===== src/rtl/oled_layer_scheduler_if.sv =====
// Bus bundle between the layer generators / config requester and oled_layer_scheduler.
// The master modport is the requester side; the slave modport is the scheduler.
interface oled_layer_scheduler_if #(
  parameter int NUM_LAYERS = 4
);
  localparam int SEL_W = (NUM_LAYERS > 1) ? $clog2(NUM_LAYERS) : 1;

  logic                    frame_begin;
  logic [16*NUM_LAYERS-1:0] layer_colour;
  logic                    cfg_valid;
  logic [NUM_LAYERS-1:0]   cfg_mask;
  logic                    cfg_ready;
  logic                    flash_req;
  logic [SEL_W-1:0]        flash_sel;
  logic [15:0]             pixel_colour;
  logic [NUM_LAYERS-1:0]   active_mask;
  logic [7:0]              frame_count;
  logic                    flash_active;

  modport master (
    output frame_begin, layer_colour, cfg_valid, cfg_mask, flash_req, flash_sel,
    input  cfg_ready, pixel_colour, active_mask, frame_count, flash_active
  );

  modport slave (
    input  frame_begin, layer_colour, cfg_valid, cfg_mask, flash_req, flash_sel,
    output cfg_ready, pixel_colour, active_mask, frame_count, flash_active
  );
endinterface


===== src/rtl/oled_layer_scheduler.sv =====
// Per-pixel layer arbiter with frame-synchronous mask updates and hit-flash effect.
// Define OLED_SCHED_FLASH_EN to compile in the flash FSM and FLASH_COLOUR substitution.
module oled_layer_scheduler #(
  parameter int          NUM_LAYERS   = 4,
  parameter int          FLASH_FRAMES = 8,
  parameter logic [15:0] FLASH_COLOUR = 16'hFFFF,
  parameter logic [15:0] TRANSPARENT  = 16'h0000
) (
  input logic clk,
  input logic reset_n,
  oled_layer_scheduler_if.slave bus
);
  localparam int SEL_W = (NUM_LAYERS > 1) ? $clog2(NUM_LAYERS) : 1;

  logic [15:0]           r_pixel;
  logic [NUM_LAYERS-1:0] r_active;
  logic [NUM_LAYERS-1:0] r_pend_mask;
  logic                  r_pend_full;
  logic [7:0]            r_frame_count;

  logic                  w_xfer;
  logic                  w_win_found;
  logic [SEL_W-1:0]      w_win_idx;
  logic [15:0]           w_win_col;
  logic                  w_flash_hit;
  logic [15:0]           w_compose;

  assign w_xfer = bus.cfg_valid && !r_pend_full;

  // Lowest index wins; a layer showing TRANSPARENT yields to the next one.
  always_comb begin
    w_win_found = 1'b0;
    w_win_idx   = '0;
    w_win_col   = '0;
    for (int unsigned i = 0; i < NUM_LAYERS; i++) begin
      if (!w_win_found && r_active[i] && (bus.layer_colour[16*i +: 16] != TRANSPARENT)) begin
        w_win_found = 1'b1;
        w_win_idx   = SEL_W'(i);
        w_win_col   = bus.layer_colour[16*i +: 16];
      end
    end
  end

  always_comb begin
    w_compose = '0;
    if (w_win_found) begin
      w_compose = w_flash_hit ? FLASH_COLOUR : w_win_col;
    end
  end

  // Same-cycle transfer and frame_begin bypasses the slot, so cfg_ready never drops.
  always_ff @(posedge clk) begin
    if (!reset_n) begin
      r_pixel       <= '0;
      r_active      <= '1;
      r_pend_mask   <= '0;
      r_pend_full   <= 1'b0;
      r_frame_count <= '0;
    end else begin
      r_pixel <= w_compose;
      if (bus.frame_begin) begin
        r_frame_count <= r_frame_count + 8'd1;
        if (w_xfer) begin
          r_active <= bus.cfg_mask;
        end else if (r_pend_full) begin
          r_active    <= r_pend_mask;
          r_pend_full <= 1'b0;
        end
      end else if (w_xfer) begin
        r_pend_mask <= bus.cfg_mask;
        r_pend_full <= 1'b1;
      end
    end
  end

  assign bus.pixel_colour = r_pixel;
  assign bus.active_mask  = r_active;
  assign bus.cfg_ready    = !r_pend_full;
  assign bus.frame_count  = r_frame_count;

`ifdef OLED_SCHED_FLASH_EN
  typedef enum logic [1:0] {IDLE, ARMED, FLASHING} flash_state_t;

  flash_state_t     r_state, w_state_nx;
  logic [SEL_W-1:0] r_flash_sel, w_flash_sel_nx;
  logic [7:0]       r_remaining, w_remaining_nx;
  logic             r_phase, w_phase_nx;

  always_ff @(posedge clk) begin
    if (!reset_n) begin
      r_state     <= IDLE;
      r_flash_sel <= '0;
      r_remaining <= '0;
      r_phase     <= 1'b0;
    end else begin
      r_state     <= w_state_nx;
      r_flash_sel <= w_flash_sel_nx;
      r_remaining <= w_remaining_nx;
      r_phase     <= w_phase_nx;
    end
  end

  always_comb begin
    w_state_nx     = r_state;
    w_flash_sel_nx = r_flash_sel;
    w_remaining_nx = r_remaining;
    w_phase_nx     = r_phase;
    case (r_state)
      IDLE: begin
        if (bus.flash_req) begin
          w_state_nx     = ARMED;
          w_flash_sel_nx = bus.flash_sel;
        end
      end
      ARMED: begin
        if (bus.frame_begin) begin
          w_state_nx     = FLASHING;
          w_remaining_nx = 8'(FLASH_FRAMES);
          w_phase_nx     = 1'b1;
        end
      end
      FLASHING: begin
        if (bus.frame_begin) begin
          if (r_remaining == 8'd1) begin
            w_state_nx = IDLE;
            w_phase_nx = 1'b0;
          end else begin
            w_remaining_nx = r_remaining - 8'd1;
            w_phase_nx     = !r_phase;
          end
        end
      end
      default: w_state_nx = IDLE;
    endcase
  end

  assign w_flash_hit      = (r_state == FLASHING) && r_phase && (w_win_idx == r_flash_sel);
  assign bus.flash_active = (r_state == FLASHING);
`else
  logic w_unused_flash;

  assign w_unused_flash   = ^{bus.flash_req, bus.flash_sel, FLASH_COLOUR, 8'(FLASH_FRAMES)};
  assign w_flash_hit      = 1'b0;
  assign bus.flash_active = 1'b0;
`endif

endmodule

===== src/flat_wrapper.sv =====
// flat-port wrapper written by rule: the top's interface ports become plain ports
module oled_layer_scheduler_flat 
#(
  parameter int          NUM_LAYERS   = 4,
  parameter int          FLASH_FRAMES = 8,
  parameter logic [15:0] FLASH_COLOUR = 16'hFFFF,
  parameter logic [15:0] TRANSPARENT  = 16'h0000
)
  (clk, reset_n, bus_frame_begin, bus_layer_colour, bus_cfg_valid, bus_cfg_mask, bus_flash_req, bus_flash_sel, bus_cfg_ready, bus_pixel_colour, bus_active_mask, bus_frame_count, bus_flash_active);
  oled_layer_scheduler_if #(.NUM_LAYERS(NUM_LAYERS)) bus_i ();
  input logic clk;
  input logic reset_n;
  input wire logic [$bits(bus_i.frame_begin)-1:0] bus_frame_begin;
  input wire logic [$bits(bus_i.layer_colour)-1:0] bus_layer_colour;
  input wire logic [$bits(bus_i.cfg_valid)-1:0] bus_cfg_valid;
  input wire logic [$bits(bus_i.cfg_mask)-1:0] bus_cfg_mask;
  input wire logic [$bits(bus_i.flash_req)-1:0] bus_flash_req;
  input wire logic [$bits(bus_i.flash_sel)-1:0] bus_flash_sel;
  output wire logic [$bits(bus_i.cfg_ready)-1:0] bus_cfg_ready;
  output wire logic [$bits(bus_i.pixel_colour)-1:0] bus_pixel_colour;
  output wire logic [$bits(bus_i.active_mask)-1:0] bus_active_mask;
  output wire logic [$bits(bus_i.frame_count)-1:0] bus_frame_count;
  output wire logic [$bits(bus_i.flash_active)-1:0] bus_flash_active;
  assign bus_i.frame_begin = bus_frame_begin;
  assign bus_i.layer_colour = bus_layer_colour;
  assign bus_i.cfg_valid = bus_cfg_valid;
  assign bus_i.cfg_mask = bus_cfg_mask;
  assign bus_i.flash_req = bus_flash_req;
  assign bus_i.flash_sel = bus_flash_sel;
  assign bus_cfg_ready = bus_i.cfg_ready;
  assign bus_pixel_colour = bus_i.pixel_colour;
  assign bus_active_mask = bus_i.active_mask;
  assign bus_frame_count = bus_i.frame_count;
  assign bus_flash_active = bus_i.flash_active;
  oled_layer_scheduler #(.NUM_LAYERS(NUM_LAYERS), .FLASH_FRAMES(FLASH_FRAMES), .FLASH_COLOUR(FLASH_COLOUR), .TRANSPARENT(TRANSPARENT)) u_core (.clk(clk), .reset_n(reset_n), .bus(bus_i));
endmodule

===== config.mk =====
export PLATFORM = sky130hd
export DESIGN_NAME = oled_layer_scheduler_flat
export DESIGN_NICKNAME = d
export VERILOG_FILES = /design/src/rtl/oled_layer_scheduler_if.sv /design/src/rtl/oled_layer_scheduler.sv /design/src/flat_wrapper.sv
export SDC_FILE = /design/constraint.sdc
export NUM_CORES = 1
export LEC_CHECK = 0
export CORE_MARGIN = 2
export CORE_UTILIZATION = 41
export DETAILED_ROUTE_END_ITERATION = 8
export HOLD_SLACK_MARGIN = 0.1
export PLACE_DENSITY = 0.9
export SYNTH_ARGS = -nofsm -noshare
export SYNTH_HDL_FRONTEND = slang
export SYNTH_SLANG_ARGS = --single-unit

===== constraint.sdc =====
create_clock -name clk -period 4.64 [get_ports clk]
set_input_delay 0.928 -clock clk [delete_from_list [all_inputs] [get_ports clk]]
set_output_delay 0.928 -clock clk [all_outputs]
set_load 0.01 [all_outputs]

==> results of run 1 <==
worst min-delay path, cell delays in order (launching register included):
cell	delay, ps
dfxtp_1	320
o21ai_0	60
a21boi_0	70
worst max path at each step:
stage,from,endpoint,slack (ps),depth (start not counted)
2_1_floorplan,bus_layer_colour[9],u_core.bus.pixel_colour[10],1800,5
3_3_place_gp,bus_layer_colour[1],u_core.bus.pixel_colour[8],1090,5
3_5_place_dp,bus_layer_colour[1],u_core.bus.pixel_colour[1],1070,5
4_1_cts,bus_layer_colour[1],u_core.bus.pixel_colour[1],1380,5
5_1_grt,bus_layer_colour[10],u_core.bus.pixel_colour[1],1250,5
6_report,bus_layer_colour[1],u_core.bus.pixel_colour[1],1350,5
cells by family after synthesis:
logic type               synth area share (%)
multiplexers                             4.30
AND/OR/NAND/NOR                          28.1
flip-flops                               35.4
other                                   0.201
AO/OA/AOI/OAI                            23.4
adder cells (fa/ha/maj)                  1.34
buffers and inverters                    4.83
XOR/XNOR                                 2.35
cell usage in the layout, fill, tap and decap left out:
master           netlist  final
nor2b_1                6      6
clkinv_2               0      2
or4_1                  2      2
o211ai_1              19     19
nand2_1               44     44
dfxtp_1               33     33
or3_1                  2      2
xor2_1                 1      1
o41ai_4                1      1
and2_1                 6      6
or2b_1                 6      6
inv_1                  4      4
a21boi_0               2      2
nor4_4                 1      1
o31a_4                 1      1
nand2b_1              10     10
o21ai_0                4      4
a32o_1                16     16
clkbuf_1              12      1
or4_4                  2      2
ha_1                   2      2
nand4_1                3      3
a41o_1                 1      1
buf_4                  1      1
o41a_4                 1      1
a41oi_1                2      2
conb_1                 1      1
o21ai_1                1      1
clkdlybuf4s50_1        0    100
clkbuf_8               0      5
mux2i_1                8      8
and3_1                 1      1
nor4_1                12     12
nand3_1                1      1
xnor2_1                4      4
metrics by stage:
step / hold WS (ps) / utilization, % / total power [mW] / worst slack, ps / instance area, sq um
floorplan: 482 / - / 0.413 / 1800 / 1860
global placement: 479 / 65.7 / 0.525 / 1090 / 2860
detailed placement: 490 / 65.7 / 0.530 / 1070 / 2860
CTS: 500 / 67.6 / 0.743 / 1380 / 2950
global route: 534 / 67.6 / 0.776 / 1250 / 2950
finish: 497 / 67.6 / 0.739 / 1350 / 2950
cell type report:
| cell class | instances | area, sq um | area share (%) |
|---|---|---|---|
| Multi-Input combinational cell | 160 | 1110 | 37.8 |
| Timing Repair Buffer | 101 | 1010 | 34.2 |
| Sequential cell | 33 | 661 | 22.4 |
| Clock buffer | 6 | 72.6 | 2.46 |
| Tap cell | 52 | 65.1 | 2.21 |
| Inverter | 4 | 15.0 | 0.510 |
| Clock inverter | 2 | 10.0 | 0.340 |
metal layers:
layer / vias to the layer above / track usage (%) / routed length (um)
met2: 85 / 36.3 / 2740
met3: 8 / 7.31 / 489
met4: 0 / 6.08 / 71
met1: 895 / 25.5 / 2250
met5: - / 0 / 0
li1: 972 / - / -
power by group through the flow:
| stage | Combinational, mW | Sequential [mW] | Clock (mW) |
|---|---|---|---|
| global placement | 0.200 | 0.325 | 0 |
| floorplan | 0.0856 | 0.327 | 0 |
| global route | 0.222 | 0.322 | 0.232 |
| finish | 0.205 | 0.319 | 0.215 |
| detailed placement | 0.204 | 0.326 | 0 |
| CTS | 0.205 | 0.319 | 0.218 |
state kept, by name (all words and copies together), names as in the netlist:
name,cells
u_core.r_pend_mask,4
u_core.bus.active_mask,4
u_core.r_pend_full,1
u_core.bus.pixel_colour,16
u_core.bus.frame_count,8
==> results.toml, run 1 <==
[outcome]
status = "finished clean"

[timing]
grt_setup_unrepaired = "false"
fin_crit_ps = 3290
final-hold-violation-count = 0
worstMarginPinSlew_ps = 859
finalSetupViolCount = 0
fmax_ghz = 0.304
slew_headroom_pct = 42.3
drv_slew = 0
fin_skew_ps = 7.40
timing.final.crit_share_pct = 70.8
setup_tns_ps = 0

[synth]
seq_area_frac_synth_pct = 35.4
yosysMostFrequentCell = "nand2_1"
yosysWarnings = 0
netlist_area_sq_um = 1860
synthTopCellsByCount = "nand2_1 (44), dfxtp_1 (33), o211ai_1 (19), a32o_1 (16)"
synthCells = 212
synth_top_area_share_pct = 35.4
synth_top_flop_cell = "dfxtp_1"
ys_seq_elements = 33
synth-edff-count = 0
yosysUniqueCellTypes = 33
syn_nets = 289
synth_area_leaders = "dfxtp_1 (35%), nand2_1 (8.9%), a32o_1 (8.6%)"
synth_top_cell_by_area = "dfxtp_1"
async_reset_ff_share_pct = 0
syn_area_per_cell_sq_um = 8.79

[power]
p_per_area_nw_per_um2 = 251
leakage_nw = 1.16
p_seq_share_pct = 43.2
clock_power_share_pct = 29.1
ir_drop_mv = 0.206
switchingPower_mw = 0.207
internal_power_mw = 0.532
swShare_pct = 28.0
p_comb_share_pct = 27.7

[worst_setup_path]
critPathBufInv = 1
cp-start-kind = "primary input"
setup.worst_path.class = "in2reg"
crit_path_max_incr_delay_ps = 750
cp_cell_sequence = "clkdlybuf4s50_1 > or4_1 > o41a_4 > nor4_4 > a32o_1"
worstPathArrival_ps = 3510
r2r_start = "u_core.bus.active_mask[1]"
worst_setup_path_end_kind = "flip-flop"
slowest_stage = "nor4_4"
r2r-end = "u_core.bus.pixel_colour[9]"
rr_worst_depth = 5
crit_fanout = 18
reg2reg_slack_ps = 2530
required_ps = 4860
crit_family = "simple AND/OR/NAND/NOR gates"

[global_route]
grt-ovfl-total = 0
grt_max_degree = 20
grt_pass1_wl_um = 8630
grt_pass1_vias = 1803
antenna_found_initial = 0
grt_use_total_pct = 21.3

[die]
die_area_sq_um = 5100
initial_core_util_pct = 42.8
fp.dieH_um = 71.4
die_x_um = 71.4
ios = 105
coreArea_sq_um = 4350
rows = 24

[clock_tree]
cts_tree = "done"
cts_buffers = 5
clockRootBuffer = "clkbuf_8"
clock_path_buffers = 2
post-cts-setup-buffers = 0
cts.sinks = 33
clkTransAtPathRegs_ps = 70
cts_resized = 0
cts-htree-levels = 2
clk-insertion-delay-late_ps = 290
holdBufCountCts = 0

[placed_design]
portBuffers = 100
place_congestion = 0.755
hpwlAfterDp_um = 4390
place_inst = 350

[layout]
fin_nets = 382
fillCellCount = 351
syn_to_final_growth_pct = 58.0
final_cells = 358
drive_above_1_share_pct = 4.58
insertedDiodeCount = 0

[min_path]
hold_path.startpoint = "u_core.bus.frame_count[7]"
hold_class = "reg2reg"
hold_depth = 2
min_to = "u_core.bus.frame_count[7]"

[detailed_routing]
wirelength_um = 5550
drt_iter0_drc = 95
vias = 1960
wl_per_cell_um = 15.5
vias_per_cell = 5.47
drtAntennaViolNets = 0
drc = 0
firstDrtPassIters = 4

[flow_run]
cap_violations = 0
Power figures use the tool's default switching activity.
==> run 2: changes to the inputs <==
--- a/config.mk
+++ b/config.mk
@@ -6,10 +6,10 @@
 export NUM_CORES = 1
 export LEC_CHECK = 0
 export CORE_MARGIN = 2
-export CORE_UTILIZATION = 41
+export CORE_UTILIZATION = 38
 export DETAILED_ROUTE_END_ITERATION = 8
 export HOLD_SLACK_MARGIN = 0.1
-export PLACE_DENSITY = 0.9
+export PLACE_DENSITY = 0.85
 export SYNTH_ARGS = -nofsm -noshare
 export SYNTH_HDL_FRONTEND = slang
 export SYNTH_SLANG_ARGS = --single-unit
==> constraint.sdc (replaced) <==
create_clock -name clk -period 3.28 [get_ports clk]
set_input_delay 0.656 -clock clk [delete_from_list [all_inputs] [get_ports clk]]
set_output_delay 0.656 -clock clk [all_outputs]
set_load 0.01 [all_outputs]
==> run 2 against run 1 <==
Effect of this change:
- clock-buffer cell count is the same
- global-route usage down 1.7 points
- non-clock buffer count grew 3
- hold slack worse by 3.1 ps
- clock skew up 2.0 ps
- via count fell by 1.2%
- routed wire length is 0.96% lower
- power increased by 56%
- worst setup slack lost 870 ps
- sequential share of layout area shrank 0.58 points
- register-to-register slack got worse by 1300 ps
- critical path type unchanged
==> results.toml, run 2 (same netlist as run 1, synthesis figures left out) <==
[outcome]
status = "finished clean"

[power]
p_comb_share_pct = 25.2
switchingPower_mw = 0.298
swShare_pct = 25.8
leakage_nw = 1.19
ir_drop_mv = 0.231
internal_power_mw = 0.854
finalPower_mw = 1.15
clock_power_share_pct = 35.5
p_per_area_nw_per_um2 = 381
p_seq_share_pct = 39.3

[worst_setup_path]
cp_cell_sequence = "clkdlybuf4s50_1 > or4_1 > o41a_4 > o31a_4 > a32o_1"
crit_fanout = 18
setup.worst_path.class = "in2reg"
r2r_start = "u_core.bus.active_mask[1]"
cp-start-kind = "primary input"
reg2reg_slack_ps = 1190
crit_path_max_incr_delay_ps = 630
rr_worst_depth = 5
crit_family = "compound AO/OA/AOI/OAI gates"
r2r-end = "u_core.bus.pixel_colour[5]"
worst_setup_path_end_kind = "flip-flop"
worstPathArrival_ps = 2980
slowest_stage = "or4_1"
required_ps = 3460
critPathBufInv = 1

[placed_design]
portBuffers = 100
hpwlAfterDp_um = 4360
place_inst = 368
place_congestion = 0.835

[detailed_routing]
wl_met2_um = 2680
drt_iter0_drc = 88
wirelength_met1_um = 2280
wl_met3_um = 448
firstDrtPassIters = 4
drc = 0
highest_layer = "met4"
vias_per_cell = 5.15
wl_per_cell_um = 14.6
vias = 1936
drtAntennaViolNets = 0
wirelength_um = 5490

[clock_tree]
clock_path_buffers = 2
cts_tree = "done"
cts.sinks = 33
clockRootBuffer = "clkbuf_8"
clk-insertion-delay-late_ps = 290
cts_buffers = 5
post-cts-setup-buffers = 0
holdBufCountCts = 0
cts-htree-levels = 2
clkTransAtPathRegs_ps = 80
cts_resized = 0

[timing]
drv_slew = 0
slew_headroom_pct = 57.4
fin_crit_ps = 2800
timing.final.crit_share_pct = 85.4
finalSetupViolCount = 0
setup_tns_ps = 0
worstMarginPinSlew_ps = 638
final-hold-violation-count = 0
fmax_ghz = 0.357
fin_skew_ps = 9.37
grt_setup_unrepaired = "false"

[layout]
final_cells = 376
fillCellCount = 392
final_cell_mix = "clkdlybuf4s50_1 (100), nand2_1 (44), dfxtp_1 (33)"
layout_commonest_cell = "clkdlybuf4s50_1"
seqCellArea_sq_um = 661
largest_register_ffs = 16
insertedDiodeCount = 0
drive_above_1_share_pct = 5.83
multi_input_area_sq_um = 1110
fin_nets = 385
syn_to_final_growth_pct = 62.2

[global_route]
grt_max_degree = 20
grt_pass1_vias = 1748
grt_pass1_wl_um = 8240
antenna_found_initial = 0
grt_use_total_pct = 19.6
grt-ovfl-total = 0

[die]
rows = 25
die_x_um = 74.0
die_area_sq_um = 5480
fp.dieH_um = 74.0
ios = 105
coreArea_sq_um = 4720
initial_core_util_pct = 39.5

[min_path]
hold_path.startpoint = "u_core.bus.frame_count[7]"
hold_class = "reg2reg"
hold_depth = 2
min_to = "u_core.bus.frame_count[7]"

[flow_run]
cap_violations = 0
## run 2: worst max path at each step
stage,endpoint,depth (start not counted),slack [ps],from
global placement,u_core.bus.pixel_colour[8],5,190,bus_layer_colour[1]
global route,u_core.bus.pixel_colour[6],5,450,bus_layer_colour[1]
CTS,u_core.bus.pixel_colour[6],5,470,bus_layer_colour[1]
detailed placement,u_core.bus.pixel_colour[12],5,170,bus_layer_colour[1]
floorplan,u_core.bus.pixel_colour[10],5,710,bus_layer_colour[9]
finish,u_core.bus.pixel_colour[6],5,480,bus_layer_colour[1]
## run 2: tightest hold or removal path, cell delays in order (launching register included)
cell	delay, ps
dfxtp_1	320
o21ai_0	60
a21boi_0	70
## run 2: per-stage QoR
step                area [sq um]  worst slack [ps]  util, %  hold WS, ps
floorplan                   1860               709        -          482
global placement            2900               190     61.5          474
detailed placement          2900               170     61.5          492
CTS                         3020               474     64.0          503
global route                3020               448     64.0          543
finish                      3020               480     64.0          494
## run 2: power groups by stage
stage / clock network [mW] / logic, mW / registers (mW)
after floorplan: 0 / 0.121 / 0.463
after global placement: 0 / 0.285 / 0.461
after detailed placement: 0 / 0.289 / 0.461
after CTS: 0.415 / 0.291 / 0.452
after global routing: 0.431 / 0.315 / 0.457
final: 0.409 / 0.290 / 0.453
## run 2: layout make-up
| class | count | area share [%] |
|---|---|---|
| Timing Repair Buffer | 104 | 34.1 |
| Multi-Input combinational cell | 160 | 36.8 |
| Clock buffer | 6 | 2.73 |
| Tap cell | 67 | 2.77 |
| Inverter | 4 | 0.496 |
| Clock inverter | 2 | 1.24 |
| Sequential cell | 33 | 21.8 |
## run 2: layer usage
metal	vias up	GRT usage (%)
met1	881	23.0
met2	68	33.7
met5	-	0
met4	0	6.26
li1	978	-
met3	9	6.50
